===== src/rtl/sn74ls194_seq_if.sv =====
// Host-side bundle for the 74LS194 shift sequencer.
// Carries the start request fields and the register drive/status outputs.
interface sn74ls194_seq_if #(
  parameter int CW = 4
) ();
  logic          start;
  logic          load_en;
  logic          dir;
  logic [CW-1:0] count;
  logic          fill;
  logic          abort;
  logic          s1;
  logic          s0;
  logic          sr_r;
  logic          sr_l;
  logic          ready;
  logic          busy;
  logic          done;
  logic [CW-1:0] remaining;

  modport master (
    output start, load_en, dir, count, fill, abort,
    input  s1, s0, sr_r, sr_l, ready, busy, done, remaining
  );

  modport slave (
    input  start, load_en, dir, count, fill, abort,
    output s1, s0, sr_r, sr_l, ready, busy, done, remaining
  );
endinterface


===== src/rtl/sn74ls194_seq.sv =====
// Mode/serial sequencer for a 74LS194 chain: optional load, then N shifts.
// Every output is a flop, computed from the next state and fields.
module sn74ls194_seq #(
  parameter int CW = 4
) (
  input logic           clk,
  input logic           clr,
  sn74ls194_seq_if.slave bus
);
  typedef enum logic [1:0] {
    IDLE, LOAD, SHIFT, DONE
  } state_t;

  state_t        st, st_n;
  logic          dir_q, dir_n;
  logic          fill_q, fill_n;
  logic [CW-1:0] cnt_q, cnt_n;
  logic [CW-1:0] rem_q, rem_n;

  logic s1_q, s0_q, r_q, l_q;
  logic rdy_q, busy_q, done_q;
  logic s1_n, s0_n, r_n, l_n;
  logic rdy_n, busy_n, done_n;

  always_comb begin
    st_n   = st;
    dir_n  = dir_q;
    fill_n = fill_q;
    cnt_n  = cnt_q;
    rem_n  = rem_q;
    unique case (st)
      IDLE: begin
        if (bus.start && !bus.abort) begin
          dir_n  = bus.dir;
          fill_n = bus.fill;
          cnt_n  = bus.count;
          rem_n  = bus.count;
          if (bus.load_en)
            st_n = LOAD;
          else if (bus.count != '0)
            st_n = SHIFT;
          else
            st_n = DONE;
        end
      end
      LOAD: begin
        if (bus.abort) begin
          st_n  = IDLE;
          rem_n = '0;
        end else if (cnt_q != '0) begin
          st_n = SHIFT;
        end else begin
          st_n  = DONE;
          rem_n = '0;
        end
      end
      SHIFT: begin
        if (bus.abort) begin
          st_n  = IDLE;
          rem_n = '0;
        end else if (rem_q <= 1) begin
          st_n  = DONE;
          rem_n = '0;
        end else begin
          rem_n = rem_q - 1'b1;
        end
      end
      DONE: begin
        st_n  = IDLE;
        rem_n = '0;
      end
      default: begin
        st_n  = IDLE;
        rem_n = '0;
      end
    endcase
  end

  // Register drive follows the state being entered.
  always_comb begin
    s1_n   = 1'b0;
    s0_n   = 1'b0;
    r_n    = 1'b0;
    l_n    = 1'b0;
    rdy_n  = 1'b0;
    busy_n = 1'b0;
    done_n = 1'b0;
    unique case (1'b1)
      (st_n == LOAD): begin
        s1_n   = 1'b1;
        s0_n   = 1'b1;
        busy_n = 1'b1;
      end
      (st_n == SHIFT): begin
        s1_n   = dir_n;
        s0_n   = !dir_n;
        r_n    = !dir_n && fill_n;
        l_n    = dir_n && fill_n;
        busy_n = 1'b1;
      end
      (st_n == DONE): begin
        done_n = 1'b1;
      end
      default: begin
        rdy_n = 1'b1;
      end
    endcase
  end

  always_ff @(posedge clk) begin
    if (clr) begin
      st     <= IDLE;
      dir_q  <= 1'b0;
      fill_q <= 1'b0;
      cnt_q  <= '0;
      rem_q  <= '0;
      s1_q   <= 1'b0;
      s0_q   <= 1'b0;
      r_q    <= 1'b0;
      l_q    <= 1'b0;
      rdy_q  <= 1'b1;
      busy_q <= 1'b0;
      done_q <= 1'b0;
    end else begin
      st     <= st_n;
      dir_q  <= dir_n;
      fill_q <= fill_n;
      cnt_q  <= cnt_n;
      rem_q  <= rem_n;
      s1_q   <= s1_n;
      s0_q   <= s0_n;
      r_q    <= r_n;
      l_q    <= l_n;
      rdy_q  <= rdy_n;
      busy_q <= busy_n;
      done_q <= done_n;
    end
  end

  assign bus.s1        = s1_q;
  assign bus.s0        = s0_q;
  assign bus.sr_r      = r_q;
  assign bus.sr_l      = l_q;
  assign bus.ready     = rdy_q;
  assign bus.busy      = busy_q;
  assign bus.done      = done_q;
  assign bus.remaining = rem_q;
endmodule


===== src/flat_wrapper.sv =====
// flat-port wrapper written by rule: the top's interface ports become plain ports
module sn74ls194_seq_flat 
#(
  parameter int CW = 4
)
  (clk, clr, bus_start, bus_load_en, bus_dir, bus_count, bus_fill, bus_abort, bus_s1, bus_s0, bus_sr_r, bus_sr_l, bus_ready, bus_busy, bus_done, bus_remaining);
  sn74ls194_seq_if #(.CW(CW)) bus_i ();
  input logic clk;
  input logic clr;
  input wire logic [$bits(bus_i.start)-1:0] bus_start;
  input wire logic [$bits(bus_i.load_en)-1:0] bus_load_en;
  input wire logic [$bits(bus_i.dir)-1:0] bus_dir;
  input wire logic [$bits(bus_i.count)-1:0] bus_count;
  input wire logic [$bits(bus_i.fill)-1:0] bus_fill;
  input wire logic [$bits(bus_i.abort)-1:0] bus_abort;
  output wire logic [$bits(bus_i.s1)-1:0] bus_s1;
  output wire logic [$bits(bus_i.s0)-1:0] bus_s0;
  output wire logic [$bits(bus_i.sr_r)-1:0] bus_sr_r;
  output wire logic [$bits(bus_i.sr_l)-1:0] bus_sr_l;
  output wire logic [$bits(bus_i.ready)-1:0] bus_ready;
  output wire logic [$bits(bus_i.busy)-1:0] bus_busy;
  output wire logic [$bits(bus_i.done)-1:0] bus_done;
  output wire logic [$bits(bus_i.remaining)-1:0] bus_remaining;
  assign bus_i.start = bus_start;
  assign bus_i.load_en = bus_load_en;
  assign bus_i.dir = bus_dir;
  assign bus_i.count = bus_count;
  assign bus_i.fill = bus_fill;
  assign bus_i.abort = bus_abort;
  assign bus_s1 = bus_i.s1;
  assign bus_s0 = bus_i.s0;
  assign bus_sr_r = bus_i.sr_r;
  assign bus_sr_l = bus_i.sr_l;
  assign bus_ready = bus_i.ready;
  assign bus_busy = bus_i.busy;
  assign bus_done = bus_i.done;
  assign bus_remaining = bus_i.remaining;
  sn74ls194_seq #(.CW(CW)) u_core (.clk(clk), .clr(clr), .bus(bus_i));
endmodule

===== config.mk =====
export PLATFORM = sky130hd
export DESIGN_NAME = sn74ls194_seq_flat
export DESIGN_NICKNAME = d
export VERILOG_FILES = /design/src/rtl/sn74ls194_seq_if.sv /design/src/rtl/sn74ls194_seq.sv /design/src/flat_wrapper.sv
export SDC_FILE = /design/constraint.sdc
export NUM_CORES = 1
export LEC_CHECK = 0
export ABC_AREA = 1
export CAP_MARGIN = 5
export CORE_ASPECT_RATIO = 1.1
export CORE_MARGIN = 2
export CORE_UTILIZATION = 48
export DETAILED_ROUTE_END_ITERATION = 6
export PLACE_DENSITY = 0.77
export RECOVER_POWER = 25
export SLEW_MARGIN = 10
export SYNTH_ARGS = -nofsm -noshare
export SYNTH_HDL_FRONTEND = slang
export SYNTH_SLANG_ARGS = --single-unit

===== constraint.sdc =====
create_clock -name clk -period 2 [get_ports clk]
set_input_delay 0.3 -clock clk [delete_from_list [all_inputs] [get_ports clk]]
set_output_delay 0.3 -clock clk [all_outputs]
set_load 0.05 [all_outputs]

Yosys cells after proc, flatten, opt, wreduce, memory -nomap -nowiden
Index checks and enable logic that the tools add are counted.
{ "totals": {"input_bits": 11, "wordCells": 59, "out_inout_bits": 11, "ff_bits": 19} }
{ "classes": {"n_reduce_logical": 13, "muxes": 23, "addsub": 1, "n_eq_ne": 8, "n_lt_le_gt_ge": 1, "n_bitwise": 1} }
{ "op_table": {"columns": ["cell", "count"], "rows": [
  ["$mux 4", 5],
  ["$pmux 4 s4", 1],
  ["$mux 2", 5],
  ["$mux 1", 9],
  ["$eq 2x2->1 const B", 4],
  ["$pmux 2 s4", 1],
  ["$reduce_bool 4->1", 2],
  ["$eq 2x1->1 const B", 2],
  ["$le 4x1->1 const B", 1],
  ["$pmux 1 s2", 2],
  ["$reduce_and 2->1", 2],
  ["$reduce_or 2->1", 2],
  ["$sub 4x1->4 const B", 1],
  ["$logic_and 1x1->1", 3],
  ["$ne 3x3->1 const B", 1],
  ["$reduce_or 3->1", 1],
  ["$logic_not 1->1", 2],
  ["$logic_not 2->1", 1],
  ["$ne 2x1->1 const B", 1],
  ["$not 1->1", 1]
]} }

Depth between registers and ports, before layout
{ "depth": {"ltp_word": 8, "ltp_mapped": 11, "mapped_depth_nobuf": 11} }

Worst setup path before layout
OpenSTA, ideal clock, no wires.
{ "synth_timing": {"path_type": "reg-to-reg", "from": "register u_core.rem_q[0] (netlist: u_core.bus.remaining[0])", "to": "register u_core.s0_q (netlist: u_core.bus.s0)", "t_required_ns": 1.882, "arrival_ns": 2.008, "period_less_slack_ns": 2.126, "setup_slack_ns": -0.126, "n_path_buf": 0, "path_stages_with_launch": 12, "setup_ns": 0.118, "cell_sequence": "dfxtp_1 -> inv_1 -> ha_1 -> nor2_1 -> nor2_1 -> nand2_1 -> o21ai_0 -> nor2_1 -> inv_1 -> ha_1 -> nand2_1 -> a21oi_1"} }
{ "synth_via": {"elab_chain_cells": 6, "word_cells_on_any_way": 7, "cone_classes": "order compare (1); eq/ne (2); mux (4)"} }
{ "synth_rtl": {"columns": ["item", "line", "text"], "rows": [
  ["start: declaration", "sn74ls194_seq.sv:18", "logic [CW-1:0] rem_q, rem_n;"],
  ["start signal: assignment", "sn74ls194_seq.sv:129", "rem_q <= rem_n;"],
  ["$le 4x1->1 *", "sn74ls194_seq.sv:61", "end else if (rem_q <= 1) begin"],
  ["$mux 2 *", "sn74ls194_seq.sv:61", null],
  ["$mux 2 *", "sn74ls194_seq.sv:58", "if (bus.abort) begin"],
  ["$pmux 2 s4 *", "sn74ls194_seq.sv:31", "unique case (st)"],
  ["via u_core.st_n[0]", "sn74ls194_seq.sv:14", "state_t st, st_n;"],
  ["$eq 2x2->1 or $eq 2x1->1 (tied branches)", "sn74ls194_seq.sv:94, sn74ls194_seq.sv:89", null],
  ["$pmux 1 s2 *", "sn74ls194_seq.sv:88", "unique case (1'b1)"],
  ["end signal: assignment", "sn74ls194_seq.sv:131", "s0_q <= s0_n;"],
  ["end: declaration", "sn74ls194_seq.sv:20", "logic s1_q, s0_q, r_q, l_q;"]
]} }
The timed path passes the listed nets; every way through them passes the cells marked *.
A chain may end at the register's enable or synchronous reset.

Worst setup path in the final report
{ "layout_timing": {"from": "register u_core.rem_q[2] (netlist: u_core.bus.remaining[2])", "to": "output port bus_remaining[2]"} }
{ "layout_lines": {"columns": ["item", "line", "text"], "rows": [
  ["end: declaration", "flat_wrapper.sv:23", "output wire logic [$bits(bus_i.remaining)-1:0] bus_remaining;"]
]} }
No word-level cell between the ends.

==> results.cfg <==
[run_status]
status = completed

[grt]
overflow = 0
track_usage = 0.209
grt_max_degree = 12
grt_pass1_vias = 862
antenna_found_initial = 0
grt_pass1_wl_um = 3590

[die]
start_util = 0.522
die_w_um = 46.4
io_pins = 22
fp.dieArea_um2 = 2350
rows = 16
fp.dieH_um = 50.7
coreArea_um2 = 1820

[sta]
layout_min_cycle_time_ps = 1850
finClkSkew_ps = 1.42
setup_slack_ps = 147
final.setup.tns_ps = 0
slew_viol_final = 0
rsz0062_at_grt = no
holdWs_ps = 484
slew_headroom = 0.662
final_hold_viol_count = 0
setup_violations = 0
fmaxAchievable_ghz = 0.540
min_period_over_period = 0.926
tightest_slew_ps = 505

[clocking]
htree_levels = 1
clk_latency_ps = 300
clkSlewWorstSetupHoldPaths_ps = 110
cts_tree = done
clock_path_buffers = 2
cts_buffers = 3
clockRootBuffer = clkbuf_4
cts_sinks = 19

[synthesis]
ys_warn_count = 0
ys_types = 19
synth_area_leaders = dfxtp_1 40%, nor2_1 14%, nand2_1 11%
synth-xor-area-share = 0.00921
synth_top_family_by_area = simple AND/OR/NAND/NOR gates
synthMuxAreaShare = 0
synth_top_area_frac = 0.400
yosysTopAreaCell = dfxtp_1
synth_nets = 156
ys_ff_latch = 19
synthAdderAreaFrac = 0.0789
netlist_area_um2 = 951
synth_cells = 139
synth_compound_area_frac = 0.0737
synth.avg_cell_area_um2 = 6.84
synth-simple-area-share = 0.355
ys_seq_area_frac = 0.400

[power]
combPwrFrac = 0.314
power_leakage_nw = 0.606
powerDensity_nw_per_um2 = 712
power.switching_mw = 0.311
p_clk_frac = 0.215
seq_power_share = 0.471
power_mw = 0.900
p_sw_frac = 0.345
internal_power_mw = 0.589
irDropWorstVdd_mv = 0.518

[routing]
drtAntennaViolNets = 0
routedWlPerCell_um = 10.4
num_vias = 900
wirelength_um = 2010
drtIter0Drc = 7
drtPass1Iterations = 4
drcViolationCount = 0
via_per_inst = 4.64

[finish]
final_area_um2 = 1260
drive_above_1_share = 0.126
layoutNonFillerInstCount = 194
layout_common_cells = 36 x nor2_1, 28 x nand2_1, 20 x inv_1, 20 x clkdlybuf4s50_1, 17 x dfxtp_1
areaGrowthSynthToFinish_pct = 33.0
num_antenna_cells = 0
fillerInstances = 160
layout_commonest_cell = nor2_1
final_core_util = 0.694
layout.nets = 185

[setup_path]
crit_chain = clkdlybuf4s50_1
critPathLaunchType = register
slowest_delay_ps = 830
path_max_fanout = 5
cp_slowest_cell = clkdlybuf4s50_1
critPathCaptureType = output port
critPathTopFamily = buffers and inverters
critical_path_arrival_ps = 1550
cp_num_buf_inv = 1
critPathKind = reg2out
required_ps = 1700

[placed_design]
io_buffers = 21
place.gp.congestion = 0.895
detailed_place_hpwl_um = 1630
placed_area_um2 = 1210
dp.cells = 189
pre_cts_ws_ps = -90.3

[min_path]
hp-class = reg2reg

[flow_run]
cap_violations = 0
-- cell families after synthesis --
logic type / count (synthesis)
flops: 19
buf+inv: 21
fa+ha+maj: 6
compound gates: 12
xor+xnor: 1
simple gates: 80
-- final timing paths --
path,startpoint,to,slack [ps],depth (start not counted)
setup reg to reg,u_core.bus.remaining[0]$_SDFFE_PP0P_,u_core.bus.s0$_SDFF_PP0_,220,11
hold / removal,u_core.dir_q$_SDFF_PP0_,u_core.dir_q$_SDFF_PP0_,480,2
hold reg to reg,u_core.dir_q$_SDFF_PP0_,u_core.dir_q$_SDFF_PP0_,480,2
setup / recovery,u_core.bus.remaining[2]$_SDFFE_PP0P_,bus_remaining[2],150,1
-- layer usage --
layer,wire length [um],global-route usage
met5,0,0
met2,1010,0.361
met3,76,0.0396
met4,39,0.0714
met1,884,0.249
-- power by group through the flow --
stage               clock (mW)  combinational [mW]  sequential [mW]
floorplan                    0               0.130            0.486
global placement             0               0.269            0.432
detailed placement           0               0.275            0.433
CTS                      0.196               0.277            0.424
global route             0.212               0.318            0.428
finish                   0.193               0.283            0.424
-- tightest hold or removal path, delay by kind of cell (launching register included) --
kind / cells / cell delay [ps]
simple gates: 1 / 70
compound gates: 1 / 50
flops: 1 / 320
-- repair_timing --
item	CTS	global route
buffers inserted	0	1
resized for setup	0	4
hold buffers	0	0
setup endpoints to repair	0	3
-- cell type report --
| class | instances | area [um2] | area share |
|---|---|---|---|
| Multi-Input combinational cell | 99 | 509 | 0.403 |
| Sequential cell | 19 | 383 | 0.303 |
| Timing Repair Buffer | 24 | 233 | 0.184 |
| Inverter | 21 | 78.8 | 0.0623 |
| Tap cell | 27 | 33.8 | 0.0267 |
| Clock buffer | 3 | 22.5 | 0.0178 |
| Clock inverter | 1 | 5.00 | 0.00396 |
-- cell usage after synthesis --
| master | count |
|---|---|
| nor2_1 | 36 |
| nand2_1 | 29 |
| dfxtp_1 | 19 |
| inv_1 | 19 |
| nand3_1 | 8 |
| ha_1 | 6 |
| o21ai_0 | 5 |
| a21oi_1 | 4 |
| nand2_2 | 3 |
| a21oi_2 | 1 |
| clkinv_1 | 1 |
| inv_2 | 1 |
| nand2_4 | 1 |
| nor2_2 | 1 |
| nor2_4 | 1 |
| o211ai_1 | 1 |
| o21ai_2 | 1 |
| or2_2 | 1 |
| xnor2_1 | 1 |
(Power assumes the default switching activity.)
